[src/rtl/tt_um_addon_wide.sv]
// Multi-byte add/subtract/accumulate unit with a byte-serial operand load and result readout.
// Operands and results are W = 8*NBYTES bits, transferred least-significant byte first.
module tt_um_addon_wide #(
  parameter int NBYTES = 2,
  parameter int SAT    = 0
) (
  input  logic       clk,
  input  logic       rst_n,
  input  logic       ena,
  input  logic [7:0] ui_in,
  input  logic [7:0] uio_in,
  output logic [7:0] uo_out,
  output logic [7:0] uio_out,
  output logic [7:0] uio_oe
);
  localparam int W = 8 * NBYTES;
  localparam logic [1:0] LAST      = 2'(NBYTES - 1);
  localparam logic [1:0] FIRST_CNT = (NBYTES == 1) ? 2'd0 : 2'd1;

  localparam logic [1:0] M_ADD = 2'b00;
  localparam logic [1:0] M_SUB = 2'b01;
  localparam logic [1:0] M_ACC = 2'b10;
  localparam logic [1:0] M_CLR = 2'b11;

  typedef enum logic [2:0] {IDLE, LOAD_A, LOAD_B, CALC, OUT} state_t;

  state_t         state, state_n;
  logic [W-1:0]   a, b, r, acc;
  logic [1:0]     mode, cnt, rdptr;
  logic           carry, ovf;
  logic           busy, res_valid;

  logic           wr, rd;
  logic [1:0]     in_mode;
  logic [W-1:0]   op_x, op_y;
  logic [W:0]     sum_w, diff_w, raw_w;
  logic           ovf_w;
  logic           unused_uio;

  assign wr         = ena & uio_in[0];
  assign rd         = ena & uio_in[3];
  assign in_mode    = uio_in[2:1];
  assign unused_uio = ^uio_in[7:4];
  assign uio_oe     = 8'hF0;

  // ACC has no B operand, so it goes straight to CALC once A is complete.
  function automatic state_t after_a(input logic [1:0] m);
    return (m == M_ACC) ? CALC : LOAD_B;
  endfunction

  // Unsigned clamp: carry pins to all-ones, borrow pins to zero.
  function automatic logic [W-1:0] sat_result(input logic [W:0] raw, input logic [1:0] m);
    if (SAT != 0 && raw[W])
      return (m == M_SUB) ? {W{1'b0}} : {W{1'b1}};
    return raw[W-1:0];
  endfunction

  always_ff @(posedge clk or negedge rst_n) begin
    if (!rst_n) state <= IDLE;
    else        state <= state_n;
  end

  always_comb begin
    state_n = state;
    unique case (state)
      IDLE:    if (wr && in_mode != M_CLR)
                 state_n = (NBYTES == 1) ? after_a(in_mode) : LOAD_A;
      LOAD_A:  if (wr && cnt == LAST) state_n = after_a(mode);
      LOAD_B:  if (wr && cnt == LAST) state_n = CALC;
      CALC:    state_n = OUT;
      OUT:     if (rd && rdptr == LAST) state_n = IDLE;
      default: state_n = IDLE;
    endcase
  end

  always_comb begin
    busy      = (state != IDLE);
    res_valid = (state == OUT);
    uo_out    = 8'h00;
    if (res_valid)
      for (int i = 0; i < NBYTES; i++)
        if (rdptr == 2'(i)) uo_out = r[i*8 +: 8];
    uio_out = {ovf, carry, res_valid, busy, 4'b0000};
  end

  // Arithmetic stage: ADD/ACC share the adder, ACC adds A onto the accumulator.
  always_comb begin
    op_x   = (mode == M_ACC) ? acc : a;
    op_y   = (mode == M_ACC) ? a : b;
    sum_w  = {1'b0, op_x} + {1'b0, op_y};
    diff_w = {1'b0, a} - {1'b0, b};
    if (mode == M_SUB) begin
      raw_w = diff_w;
      ovf_w = (a[W-1] != b[W-1]) && (diff_w[W-1] != a[W-1]);
    end else begin
      raw_w = sum_w;
      ovf_w = (op_x[W-1] == op_y[W-1]) && (sum_w[W-1] != op_x[W-1]);
    end
  end

  always_ff @(posedge clk or negedge rst_n) begin
    if (!rst_n) begin
      a     <= '0;
      b     <= '0;
      r     <= '0;
      acc   <= '0;
      mode  <= '0;
      cnt   <= '0;
      rdptr <= '0;
      carry <= 1'b0;
      ovf   <= 1'b0;
    end else begin
      unique case (state)
        IDLE: if (wr) begin
          if (in_mode == M_CLR) begin
            acc <= '0;
          end else begin
            mode     <= in_mode;
            a[7:0]   <= ui_in;
            cnt      <= FIRST_CNT;
          end
        end
        LOAD_A: if (wr) begin
          for (int i = 0; i < NBYTES; i++)
            if (cnt == 2'(i)) a[i*8 +: 8] <= ui_in;
          cnt <= (cnt == LAST) ? 2'd0 : cnt + 2'd1;
        end
        LOAD_B: if (wr) begin
          for (int i = 0; i < NBYTES; i++)
            if (cnt == 2'(i)) b[i*8 +: 8] <= ui_in;
          cnt <= (cnt == LAST) ? 2'd0 : cnt + 2'd1;
        end
        CALC: begin
          r     <= sat_result(raw_w, mode);
          carry <= raw_w[W];
          ovf   <= ovf_w;
          rdptr <= 2'd0;
          if (mode == M_ACC) acc <= sat_result(raw_w, mode);
        end
        OUT: if (rd && rdptr != LAST) rdptr <= rdptr + 2'd1;
        default: ;
      endcase
    end
  end
endmodule

[config.mk]
export PLATFORM = sky130hd
export DESIGN_NAME = tt_um_addon_wide
export DESIGN_NICKNAME = d
export VERILOG_FILES = /design/src/rtl/tt_um_addon_wide.sv
export SDC_FILE = /design/constraint.sdc
export NUM_CORES = 1
export LEC_CHECK = 0
export CAP_MARGIN = 20
export CORE_UTILIZATION = 44
export DETAILED_ROUTE_END_ITERATION = 7
export PLACE_DENSITY = 0.66
export SKIP_LAST_GASP = 1
export SYNTH_ARGS = -nofsm -noshare
export SYNTH_HDL_FRONTEND = slang
export SYNTH_SLANG_ARGS = --single-unit
[constraint.sdc]
create_clock -name clk -period 3.95 [get_ports clk]
set_clock_uncertainty 0.15 [all_clocks]
set_input_delay 0.395 -clock clk [delete_from_list [all_inputs] [get_ports clk]]
set_output_delay 0.395 -clock clk [all_outputs]
set_load 0.05 [all_outputs]
# Word level (Yosys, flattened, before mapping)
# Index checks and enable logic that the tools add are counted.
# op_classes
n_addsub,4
eq_ne,27
n_mux,29
n_reduce_logical,24
n_bitwise,3
# op_table
op,count
16-bit two-way mux,5
8-bit two-way mux,7
16-bit one-hot mux with 2 select lines,1
2-bit inequality test (second input constant),10
16-bit by 16-bit adder with 17-bit output,1
17-bit two-way mux,1
16-bit by 16-bit subtractor with 17-bit output,1
8-bit one-hot mux with 2 select lines,1
3-bit one-hot mux with 5 select lines,1
3-bit two-way mux,4
3-bit AND reduction,4
4-bit AND reduction,3
2-bit two-way mux,5
2-bit by 1-bit inequality test with 1-bit output (second input constant),4
2-bit one-hot mux with 2 select lines,2
2-bit nonzero test,4
2-bit by 1-bit == test with 1-bit output (second input constant),3
3-bit by 2-bit == test with 1-bit output (second input constant),2
1-bit logical AND,6
5-bit AND reduction,1
2-bit by 1-bit adder with 2-bit output (second input constant),2
2-bit == test (second input constant),2
2-bit logical NOT,2
3-bit by 1-bit == test with 1-bit output (second input constant),1
10 further kinds,14
# totals
word_cells,99
in_bits,19
register_bits,75

# Longest topological paths before layout
# logic_depth
ltp_word,6
depth_mapped,15
mapped_depth_nobuf,13

# Worst setup path after synthesis
# OpenSTA, ideal clock, no wires.
# synth_timing
kind,register -> register
start,register mode[1]
end,register carry
t_arrival_ps,3258
path_slack_ps,415
path_stages_with_launch,15
required_time_ps,3673
n_path_buf,2
cell_sequence,dfrtp_1 nor2b_1 clkbuf_1 clkbuf_1 o21ai_0 ha_1 fa_1 a21o_1 a221oi_2 o21ai_2 a2111oi_2 nor2_1 o21ai_0 and3b_1 o22ai_1
# synth_between
elab_chain_cells,4
# synth_lines
item,line_no,text
start: declaration,29,"logic [1:0] mode, cnt, rdptr;"
start signal: assignment,118,mode <= in_mode;
2-bit == test,"88, 89",
"16-bit two-way mux, on equally long branches","88, 89",
16-bit by 16-bit adder with 17-bit output,90,"sum_w = {1'b0, op_x} + {1'b0, op_y};"
17-bit two-way mux (*),92,if (mode == M_SUB) begin
end signal: assignment,135,carry <= raw_w[W];
end: declaration,30,"logic carry, ovf;"
# Every way passes the cells marked *; elsewhere a longest branch is shown, timed or not.
# A chain may end at the register's enable or synchronous reset.

# Worst setup path in the final report
# Ends and elaborated chain as after synthesis.

==> key figures <==
Floorplan
  – Die area: ~12000 um^2
  – FP Rows: 39
  – Core area: between 10000 and 15000 um^2
  – Initial Util: 0.453
  – # IOs: 43
  – Die Y: approximately 110 um
  – DIE WIDTH: approximately 110 um

CTS
  – TritonCTS clock tree: yes
  – Root Driver: clkbuf_16
  – CTS Buffer Depth: 2
  – Reg clk slew, reported paths: around 0.06 ns
  – Worst-Skew Late Latency: between 0.3 and 0.4 ns
  – Hold buffers post-CTS: 0
  – # clock sinks: 75
  – # resized after CTS: 0
  – Post-CTS setup buffers: 0
  – CTS buffer count: 9
  – # H-tree levels: 3

Finish
  – Most common cell after layout, fill and taps aside: nand2_1
  – Area Growth Syn to Fin: 10.7%
  – Share of layout cells above drive strength 1: 0.0973
  – Final #Nets: around 680
  – Fin area: approximately 5800 um^2
  – Antenna Cells: 0
  – Most frequent cells in the layout: nand2_1, dfrtp_1, nor2_1, o21ai_0, ha_1
  – Cell Count, Final, Fillers Out: between 700 and 800

Logic synthesis
  – Top cell type's share of synthesized area: 0.361
  – Post-synthesis sequential area ratio: 0.361
  – Most used DFF post-synth: dfrtp_1
  – FFs w/ async S/R, synth: 1.00
  – Synth unique cells: 60
  – Yosys reg bits: 75
  – Post-synth design cell area: about 5200 um^2
  – Synth Warn #: 0
  – Post-Syn Instances: around 600
  – Yosys top cell by area: dfrtp_1
  – Post-synth EDFFs: 0
  – Post-Syn Area per Cell: ~8.5 um^2
  – Largest cells by area after synthesis: dfrtp_1, nand2_1, ha_1, mux2_2, o21ai_0

Placement
  – Final HPWL DP: ~9200 um
  – Port bufs: 26
  – Cell Area, Placed: ~5500 um^2
  – Final Wtd Congestion: ~0.9
  – Post-Place Cells: 755

STA
  – Worst-Margin Slew: 1.05 ns
  – Final Hold Viols: 0
  – Fin crit share: 0.880
  – Final setup violation count: 0
  – Post-Route Setup TNS: 0 ns
  – Final Slew Violations: 0
  – Tmin final: 3.47 ns
  – Achievable frequency: between 0.2 and 0.3 GHz
  – RSZ-0062 raised after global routing: no
  – Slew HR: 0.302

Status
  – Status: finished clean

Detailed routing
  – DRC Markers: 0
  – Final ANT Viol Nets: 0
  – First-iteration detailed-routing DRC count: 221
  – DR vias: between 4000 and 5000
  – Per-cell routed wire length: 15.7 um
  – Router iterations before antenna repair: 4
  – WL final: approximately 12000 um
  – Via density: 5.47

GRT
  – GR Overflow Total: 0
  – First-pass GRT wire length: 20700 um
  – Overall Global Routing Usage: 0.212
  – Pin count of the biggest net entering global routing: 76
  – Initial antenna violation count: 0
  – Vias in the first global route: about 4000

Setup path
  – Crit Path Category: reg2reg
  – Crit path launch: mode[1]$_DFFE_PN0P_
  – Worst path required time: ~4.0 ns
  – Startpoint types: flop
  – Worst path arrival time: 3.54 ns
  – Nature of the critical path endpoint: flop
  – Max FO, Critical Path: 20
  – Worst r2r src: mode[1]$_DFFE_PN0P_

Power
  – Leak: approximately 2.7 nW
  – Pwr Density: slightly above 1000 nW/um^2
  – Peak supply drop: approximately 0.33 mV
  – Final Power: ~5.8 mW

Job
  – Maxcap violations: 0

Hold path
  – Min-Delay Path Class: in2async
## registers in the layout, summed over array words and instances, names as in the netlist, 2 cells and up
name   cells
mode       2
b         16
r         16
acc       16
a         16
cnt        2
state      3
rdptr      2
## cell usage after synthesis, types with 6 or more instances
cell type and number:
nand2_1 116, dfrtp_1 75, nor2_1 54, o21ai_0 53
ha_1 34, a21oi_1 28, mux2_2 27, inv_1 25
clkbuf_1 21, xnor2_1 18, buf_4 16, a21o_1 15
nor3_1 12, a211oi_1 9, nand2b_1 8, a22oi_1 7
nand3_1 7, a22o_1 6, nor2b_1 6, o31ai_1 6
## stage by stage
| step | util | worst slack, ns | hold slack (ns) |
|---|---|---|---|
| CTS | 0.502 | 0.472 | 0.0919 |
| detailed placement | 0.478 | 0.483 | 0.309 |
| global placement | 0.478 | 0.474 | 0.312 |
| floorplan | - | 0.415 | -0.0506 |
| global route | 0.502 | 0.239 | 0.147 |
| finish | 0.502 | 0.476 | 0.0455 |
## worst max-delay path: stages (launching register included)
cell and delay, ns:
dfrtp_1 0.40, nor2b_2 0.18, buf_4 0.20, nand2_1 0.08, o21ai_0 0.08, ha_1 0.23
fa_1 0.42, a21o_1 0.20, a221oi_2 0.31, o21ai_2 0.16, a2111oi_2 0.37, nor2_1 0.13
o21ai_0 0.17, and3b_1 0.19, o22ai_1 0.09
## final cells by class
class	instances	area, um^2
fillers	1051	5720
multi-input cells	481	3040
flip-flops and latches	75	1880
repair buffers	31	295
clock buffers	10	239
well taps	143	179
inverters	25	93.8
clock inverters	5	30.0
## path summary, 6_finish.rpt
| path | to | cells past startpoint | slack (ns) |
|---|---|---|---|
| setup / recovery | carry$_DFFE_PN0P_ | 14 | 0.48 |
| hold / removal | b[15]$_DFFE_PN0P_ | 1 | 0.05 |
| setup reg to reg | carry$_DFFE_PN0P_ | 14 | 0.48 |
| hold reg to reg | acc[14]$_DFFE_PN0P_ | 2 | 0.33 |
| max in group asynchronous | mode[1]$_DFFE_PN0P_ | 1 | 3.00 |
| min in group clk | acc[14]$_DFFE_PN0P_ | 2 | 0.33 |
## layer usage
metal | up-vias | GRT usage | share of wire
li1 | 2119 | - | -
met1 | 1963 | 0.307 | 0.50
met2 | 113 | 0.318 | 0.43
met3 | 17 | 0.0252 | 0.043
met4 | 0 | 0.0924 | 0.025
met5 | - | 0 | 0
## where the power goes
part	internal (mW)	total (mW)	switching [mW]	leakage, nW
Combinational	1.53	3.76	2.22	1.60
Clock	0.435	0.759	0.324	0.130
Sequential	1.08	1.33	0.255	0.945
Total	3.05	5.85	2.80	2.68
## cell families after synthesis
logic type               after synthesis  share of synthesized area
adder cells (fa/ha/maj)               36                     0.0896
AO/OA/AOI/OAI                        155                      0.194
XOR/XNOR                              23                     0.0388
other                                  2                    0.00145
flip-flops                            75                      0.361
buffers and inverters                 68                     0.0617
multiplexers                          30                     0.0643
AND/OR/NAND/NOR                      225                      0.189
No activity file was read; power rests on OpenSTA's default activity.
